### config.mk
export PLATFORM = sky130hd
export DESIGN_NAME = spi_slave
export DESIGN_NICKNAME = d
export VERILOG_FILES = /design/src/rtl/spi_pkg.sv /design/src/rtl/spi_sync.sv /design/src/rtl/spi_slave.sv
export SDC_FILE = /design/constraint.sdc
export NUM_CORES = 1
export LEC_CHECK = 0
export CAP_MARGIN = 20
export CORE_MARGIN = 8
export CORE_UTILIZATION = 50
export DETAILED_ROUTE_END_ITERATION = 8
export PLACE_DENSITY = 0.69
export SLEW_MARGIN = 20
export SYNTH_ARGS = -nofsm -noshare
export SYNTH_HDL_FRONTEND = slang
export SYNTH_SLANG_ARGS = --single-unit
### constraint.sdc
create_clock -name clk -period 2.4 [get_ports clk]
set_input_delay 0.36 -clock clk [delete_from_list [all_inputs] [get_ports clk]]
set_output_delay 0.36 -clock clk [all_outputs]
set_load 0.1 [all_outputs]
### src/rtl/spi_pkg.sv
// Shared constants for the SPI slave: default frame width,
// FSM state encodings and the serial clock idle level.
package spi_pkg;

   localparam int DWIDTH_DEF = 16;

   localparam logic SCK_IDLE = 1'b1;

   localparam logic [1:0] IDLE   = 2'd0;
   localparam logic [1:0] ACTIVE = 2'd1;
   localparam logic [1:0] DONE   = 2'd2;

endpackage

### src/rtl/spi_sync.sv
// Two-flop synchronizer for one asynchronous input,
// with a configurable value forced during reset.
module spi_sync #(
   parameter logic RST_VAL = 1'b0
) (
   input  logic clk,
   input  logic nRst,
   input  logic d,
   output logic q
);

   logic meta;

   always_ff @(posedge clk or negedge nRst) begin
      if (!nRst) begin
         meta <= RST_VAL;
         q    <= RST_VAL;
      end else begin
         meta <= d;
         q    <= meta;
      end
   end

endmodule

### src/rtl/spi_slave.sv
// SPI slave (SCK idles high, MISO on fall, MOSI sampled on rise).
// Define SPI_SLAVE_OVERRUN_EN to enable the sticky rx_overrun flag.
module spi_slave
   import spi_pkg::*;
#(
   parameter int DWIDTH = DWIDTH_DEF
) (
   input  logic              clk,
   input  logic              nRst,
   input  logic              SCK,
   input  logic              SS,
   input  logic              MOSI,
   output logic              MISO,
   input  logic [DWIDTH-1:0] tx_data,
   input  logic              tx_valid,
   output logic              tx_ready,
   output logic [DWIDTH-1:0] rx_data,
   output logic              rx_valid,
   input  logic              rx_ready,
   output logic              rx_overrun,
   input  logic              ovr_clr,
   output logic              busy
);

   localparam int CW = $clog2(DWIDTH + 1);
   localparam logic [CW-1:0] LAST = CW'(DWIDTH - 1);

   logic              sck_s, ss_s, mosi_s;
   logic              sck_d, ss_d;
   logic              sck_rise, sck_fall;
   logic              ss_fall, ss_rise;
   logic [1:0]        warm;
   logic              armed;
   logic [1:0]        state;
   logic [CW-1:0]     bit_cnt;
   logic [CW-1:0]     msb_idx;
   logic [DWIDTH-1:0] tx_buf;
   logic              buf_full;
   logic [DWIDTH-1:0] tx_shift;
   logic [DWIDTH-1:0] load_word;
   logic [DWIDTH-2:0] rx_shift;
   logic [DWIDTH-1:0] rx_word;
   logic              enter;
   logic              last_rise;
   logic              tx_accept;

   spi_sync #(.RST_VAL(SCK_IDLE)) u_sync_sck (
      .clk  (clk),
      .nRst (nRst),
      .d    (SCK),
      .q    (sck_s)
   );

   spi_sync #(.RST_VAL(1'b1)) u_sync_ss (
      .clk  (clk),
      .nRst (nRst),
      .d    (SS),
      .q    (ss_s)
   );

   spi_sync #(.RST_VAL(1'b0)) u_sync_mosi (
      .clk  (clk),
      .nRst (nRst),
      .d    (MOSI),
      .q    (mosi_s)
   );

   always_ff @(posedge clk or negedge nRst) begin
      if (!nRst) begin
         sck_d <= SCK_IDLE;
         ss_d  <= 1'b1;
      end else begin
         sck_d <= sck_s;
         ss_d  <= ss_s;
      end
   end

   // The SS synchronizer reads 1 right after reset even if the
   // master still holds SS low; only a high seen once the chain
   // carries real samples arms the next frame start.
   always_ff @(posedge clk or negedge nRst) begin
      if (!nRst) begin
         warm  <= 2'b00;
         armed <= 1'b0;
      end else begin
         warm  <= {warm[0], 1'b1};
         armed <= armed | (warm[1] & ss_s);
      end
   end

   assign sck_rise  = sck_s & ~sck_d;
   assign sck_fall  = ~sck_s & sck_d;
   assign ss_fall   = armed & ss_d & ~ss_s;
   assign ss_rise   = ss_s & ~ss_d;

   assign enter     = (state == IDLE) & ss_fall;
   assign load_word = buf_full ? tx_buf : '0;
   assign msb_idx   = LAST - bit_cnt;
   assign rx_word   = {rx_shift, mosi_s};
   assign last_rise = (state == ACTIVE) & ~ss_rise & sck_rise &
                      (bit_cnt == LAST);

   assign tx_accept = tx_valid & ~buf_full;
   assign tx_ready  = ~buf_full;
   assign busy      = (state == ACTIVE);

   always_ff @(posedge clk or negedge nRst) begin
      if (!nRst) begin
         state    <= IDLE;
         bit_cnt  <= '0;
         tx_shift <= '0;
         rx_shift <= '0;
         MISO     <= 1'b0;
      end else begin
         unique case (state)
            IDLE: begin
               MISO <= 1'b0;
               if (enter) begin
                  state    <= ACTIVE;
                  bit_cnt  <= '0;
                  tx_shift <= load_word;
                  MISO     <= load_word[DWIDTH-1];
               end
            end
            ACTIVE: begin
               if (ss_rise) begin
                  state <= IDLE;
                  MISO  <= 1'b0;
               end else if (sck_rise) begin
                  rx_shift <= rx_word[DWIDTH-2:0];
                  bit_cnt  <= bit_cnt + 1'b1;
                  if (bit_cnt == LAST) begin
                     state <= DONE;
                     MISO  <= 1'b0;
                  end
               end else if (sck_fall) begin
                  MISO <= tx_shift[msb_idx];
               end
            end
            DONE: begin
               MISO <= 1'b0;
               if (ss_rise) begin
                  state <= IDLE;
               end
            end
            default: begin
               state <= IDLE;
               MISO  <= 1'b0;
            end
         endcase
      end
   end

   // An accept that lands on the frame-start cycle fills the buffer
   // for the following frame; the current frame already took zeros.
   always_ff @(posedge clk or negedge nRst) begin
      if (!nRst) begin
         tx_buf   <= '0;
         buf_full <= 1'b0;
      end else if (tx_accept) begin
         tx_buf   <= tx_data;
         buf_full <= 1'b1;
      end else if (enter) begin
         buf_full <= 1'b0;
      end
   end

   always_ff @(posedge clk or negedge nRst) begin
      if (!nRst) begin
         rx_data  <= '0;
         rx_valid <= 1'b0;
      end else if (last_rise) begin
         rx_data  <= rx_word;
         rx_valid <= 1'b1;
      end else if (rx_valid && rx_ready) begin
         rx_valid <= 1'b0;
      end
   end

`ifdef SPI_SLAVE_OVERRUN_EN
   always_ff @(posedge clk or negedge nRst) begin
      if (!nRst) begin
         rx_overrun <= 1'b0;
      end else if (last_rise && rx_valid) begin
         rx_overrun <= 1'b1;
      end else if (ovr_clr) begin
         rx_overrun <= 1'b0;
      end
   end
`else
   logic unused_ovr_clr;
   assign unused_ovr_clr = ovr_clr;
   assign rx_overrun     = 1'b0;
`endif

endmodule

== After elaboration in Yosys (flattened, before gate mapping) ==
Index checks and enable logic that the tools add are counted.

* Equality and inequality tests: 11
* Reductions and logical operators: 10
* Mux-type cells: 23
* Magnitude comparators: 1
* Bitwise operators: 18
* Add/subtract/negate cells: 2

{| class="wikitable"
|+ Operator list
! kind !! count
|-
| $mux 16 || 1
|-
| $mux 5 || 3
|-
| $and 1x1->1 || 11
|-
| $mux 1 || 10
|-
| $mux 2 || 5
|-
| $pmux 5 s2 || 1
|-
| $reduce_and 4->1 || 2
|-
| $ne 2x2->1 const B || 3
|-
| $ne 3x1->1 const B || 2
|-
| $not 1->1 || 6
|-
| $pmux 2 s3 || 1
|-
| $reduce_bool 2->1 || 3
|-
| $add 5x1->5 const B || 1
|-
| $eq 5x4->1 const B || 1
|-
| $lt 5x5->1 const B || 1
|-
| $sub 4x5->5 const A || 1
|-
| $bmux 1 s4 || 1
|-
| $ne 4x1->1 const B || 1
|-
| $ne 4x2->1 const B || 1
|-
| $reduce_and 2->1 || 2
|-
| $reduce_and 3->1 || 1
|-
| $eq 2x1->1 const B || 1
|-
| $eq 2x2->1 const B || 1
|-
| $logic_not 2->1 || 1
|-
| other kinds (4) || 4
|}

* Bits in registers: 84
* Word-level logic and storage cells: 84
* Input bits: 24
* Output and inout bits: 21

== Depth between registers and ports, before layout ==
* Depth after elaboration: 7
* Depth in mapped cells: 6
* Mapped depth without buffers: 5

== By module ==
From an unflattened synthesis, not the netlist that was laid out.

* Cells, all modules: 252
* Area total of the unflattened synthesis: 3404.5 µm²

{| class="wikitable"
|+ Modules (own cells, without submodules)
! module !! seq. area each (µm²) !! area each (µm²) !! times used !! cells an instance
|-
| spi_slave || 1954.4 || 3249.4 || 1 || 246
|-
| spi_sync at u_sync_sck ... || 52.6 || 52.6 || 2 || 2
|-
| spi_sync at u_sync_mosi || 50.0 || 50.0 || 1 || 2
|}

== Worst setup path before layout ==
Ideal clock, no wire load.

* Path kind: reg-to-reg
* From: reg u_sync_ss.q
* To: reg rx_shift[10]
* Library setup time: 125 ps
* Required time: 2275 ps
* Cell stages (with the launch flop): 6
* Arrival: 1637 ps
* Setup slack: 638 ps
* Path buffers: 1
* Period minus slack after synthesis: 1762 ps
* Path through: dfstp_2 > nor2b_1 > nor2_2 > o21ai_2 > buf_4 > mux2_2

* Longest elaborated chain between the ends: 3

{| class="wikitable"
|+ Ends and longest elaborated chain
! element !! RTL line !! source
|-
| start: declaration || spi_sync.sv:9 || <nowiki>output logic q</nowiki>
|-
| start signal: assignment || spi_sync.sv:20 || <nowiki>q <= meta;</nowiki>
|-
| $and 1x1->1 || spi_slave.sv:94 || <nowiki>assign ss_rise = ss_s & ~ss_d;</nowiki>
|-
| $not 1->1 (no line) || n/a ||
|-
| $reduce_and 3->1 (no line) || n/a ||
|-
| end signal: assignment || spi_slave.sv:130 || <nowiki>rx_shift <= rx_word[DWIDTH-2:0];</nowiki>
|-
| end: declaration || spi_slave.sv:41 || <nowiki>logic [DWIDTH-2:0] rx_shift;</nowiki>
|}

Every way passes these cells.
A chain may end at the register's enable or synchronous reset.

== Worst setup path after layout ==
* From: reg sck_d
* To: reg rx_shift[5]

* Longest elaborated chain between the ends: 3

{| class="wikitable"
|+ Ends and longest elaborated chain
! element !! RTL line !! source
|-
| start: declaration || spi_slave.sv:29 || <nowiki>logic sck_d, ss_d;</nowiki>
|-
| start signal: assignment || spi_slave.sv:73 || <nowiki>sck_d <= sck_s;</nowiki>
|-
| $not 1->1 || spi_slave.sv:91 || <nowiki>assign sck_rise = sck_s & ~sck_d;</nowiki>
|-
| $and 1x1->1 || spi_slave.sv:91 ||
|-
| $reduce_and 3->1 (no line) || n/a ||
|}

Every way passes these cells.

==> results.toml <==
[cts]
holdBufCountCts = 0
cts_tree = "yes"
numClockSinks = 84
cts-root-buf = "clkbuf_8"
cts_buffers = 9
htreeDepth = 3
cts_setup_buffers = 0
clk_path_buf_depth = 2
clk_pin_slew_ns = 0.09
cts_resized = 0
clock_latency_ns = 0.35

[critical_path]
critical_path_buf_inv_count = 0
critical_path.top_delay_family = "compound AO/OA/AOI/OAI gates"
startpoint_type = "flip-flop"
crit_chain = "nand2b_1 -> nor2_2 -> o21ai_2 -> mux2_2"
max_stage_delay_ns = 0.64
arrival_ns = 2.22
crit_type = "flip-flop to flip-flop"
end_kind = "flip-flop"
critPathRequiredTime_ns = 2.63
crit_slowest_cell = "o21ai_2"
cp_max_fo = 17

[finish]
num_antenna_cells = 0
final_common_cell = "dfrtp_1"
drive_above_1_share_pct = 35.10
stdcell_area_sq_um = 4033
most-common-layout-cells = "dfrtp_1, mux2_2, nand2_1"
area_growth_syn_to_layout_pct = 18.41
nets = 322
fin_util_pct = 60.36

[timing]
drv_slew = 0
min_period_ns = 1.991
setup_violations = 0
finalSetupTns_ns = 0
min_period_over_period_pct = 82.94
relSlewSlack_pct = 45.32
clock_skew_ns = 0.009759
rsz0062_at_grt = "no"
tightestPinTransition_ns = 0.8200
finalHoldViolCount = 0
fmax_mhz = 502.4

[global_route]
grt_first_pass_wirelength_mm = 9.963
grt_pass1_vias = 2061
grt_overflow = 0
gr-usage-all-layers_pct = 12.70
antenna_found_initial = 0
grt_max_degree = 44

[die]
start_util_pct = 50.97
num_rows = 30
core-area_sq_um = 6681
dieArea_sq_um = 9708
die_x_um = 98.53
dieHeight_um = 98.53
io_pins = 45

[yosys]
syn-num-nets = 277
syn_area_per_cell_sq_um = 13.51
synth_seq_cells = 84
syn_area_sq_um = 3406
synthCells = 252
yosysSeqAreaShare_pct = 61.94
synth_cell_types = 39
synth_warnings = 0

[power]
totalPowerFinal_w = 0.003788
p_leak_nw = 1.951
p_per_area_nw_per_um2 = 939.4
irDropWorstVdd_v = 0.0005370

[placed_design]
io_buffers = 42
place_area_sq_um = 3847
gp_congestion = 0.7582
hpwl_mm = 3.977

[route]
routed_wl_mm = 5.714
num_vias = 1990
postRouteAntennaNets = 0
wl_per_cell_um = 14.96
drc_errors = 0
drtIter0Drc = 56
drt_pre_antenna_iters = 4
vias_per_cell = 5.209

[hold_path]
hp-class = "primary input to asynchronous set/reset pin"

[flow_run]
cap_viol_max_count = 0

[status]
outcome = "finished clean"
[stage by stage]
step	cells	setup slack (ns)	hold slack, ns
final	382	0.4095	0.002631
after global routing	382	0.2439	0.03995
after CTS	382	0.3451	0.01109
after detailed placement	366	0.3755	0.3347
after global placement	366	0.3836	0.3323
after floorplan	252	0.6380	0.06441
[where the power goes]
| group | switching (W) | internal [W] | total, W |
|---|---|---|---|
| clock | 0.000502 | 0.000411 | 0.000913 |
| combinational | 0.000420 | 0.000401 | 0.000821 |
| sequential | 0.000275 | 0.00178 | 0.00205 |
| total | 0.00120 | 0.00259 | 0.00379 |
[area by class of cell]
cell class | instances | area (sq um)
clock buffers | 10 | 137.6
clock inverters | 6 | 47.55
fillers | 573 | 2649
inverters | 5 | 18.77
multi-input cells | 151 | 1209
flip-flops and latches | 84 | 2110
well taps | 80 | 100.1
repair buffers | 46 | 410.4
[registers in the layout, summed over array words and instances (netlist names), 2 cells and up]
signal / flops
tx_buf: 16
rx_data: 16
warm: 2
state: 2
tx_shift: 16
rx_shift: 15
bit_cnt: 5
[synth_stat cells, drive strengths merged]
| library cell | n | area (sq um) |
|---|---|---|
| dfrtp | 78 | 1952 |
| mux2 | 48 | 570.6 |
| nand2 | 39 | 156.4 |
| nand3 | 15 | 75.07 |
| buf | 9 | 57.55 |
| o21ai | 7 | 38.79 |
| dfstp | 6 | 157.7 |
| nor2 | 6 | 27.52 |
| inv | 5 | 18.77 |
| mux2i | 4 | 40.04 |
| o2111ai | 4 | 35.03 |
| clkbuf | 3 | 11.26 |
| nand2b | 3 | 21.27 |
| nor2b | 3 | 18.77 |
| xor2 | 3 | 26.28 |
| a21o | 2 | 15.01 |
| and2 | 2 | 15.02 |
| conb | 2 | 7.510 |
| mux4 | 2 | 45.04 |
| o31ai | 2 | 15.01 |
| a21oi | 1 | 5.000 |
| a22oi | 1 | 7.510 |
| ha | 1 | 12.51 |
| nor3b | 1 | 7.510 |
| nor4 | 1 | 21.27 |
| nor4b | 1 | 23.77 |
| o211ai | 1 | 7.510 |
| o311ai | 1 | 8.760 |
| or4 | 1 | 7.510 |
[path summary, 6_finish.rpt]
path / start / endpoint / slack, ns / cells past startpoint
min: nRst / tx_buf[4] / 0.003 / 1
max: sck_d / rx_shift[5] / 0.41 / 4
max in group asynchronous: nRst / u_sync_sck.q / 1.72 / 2
min in group clk: warm[0] / warm[1] / 0.35 / 0
max reg2reg: sck_d / rx_shift[5] / 0.41 / 4
min reg2reg: warm[0] / warm[1] / 0.35 / 0
[cells by family (layout without fill, tap and decap cells)]
family	after synthesis	count (layout)	synth area share, %
other	2	2	0.2205
xor gates and xnor gates	3	3	0.7716
DFF	84	84	61.94
adders and majority gates	1	1	0.3673
AOI/OAI and AO/OA	19	19	3.894
muxes	54	54	19.25
and+or+nand+nor	72	72	10.98
buffers and inverters	17	67	2.572
[metal layers]
metal | up-vias | wire length [um] | GRT usage [%]
met5 | - | 0 | 0
met2 | 37 | 2803 | 20.51
li1 | 953 | - | -
met4 | 0 | 84 | 6.021
met1 | 991 | 2599 | 15.55
met3 | 9 | 226 | 3.242
[worst reg2reg max path, cell delays in order (launching register included)]
cell and delay, ns:
dfstp_2 0.53, nand2b_1 0.20, nor2_2 0.09, o21ai_2 0.64
mux2_2 0.42
Note: power is estimated with default switching activity, not from simulation.
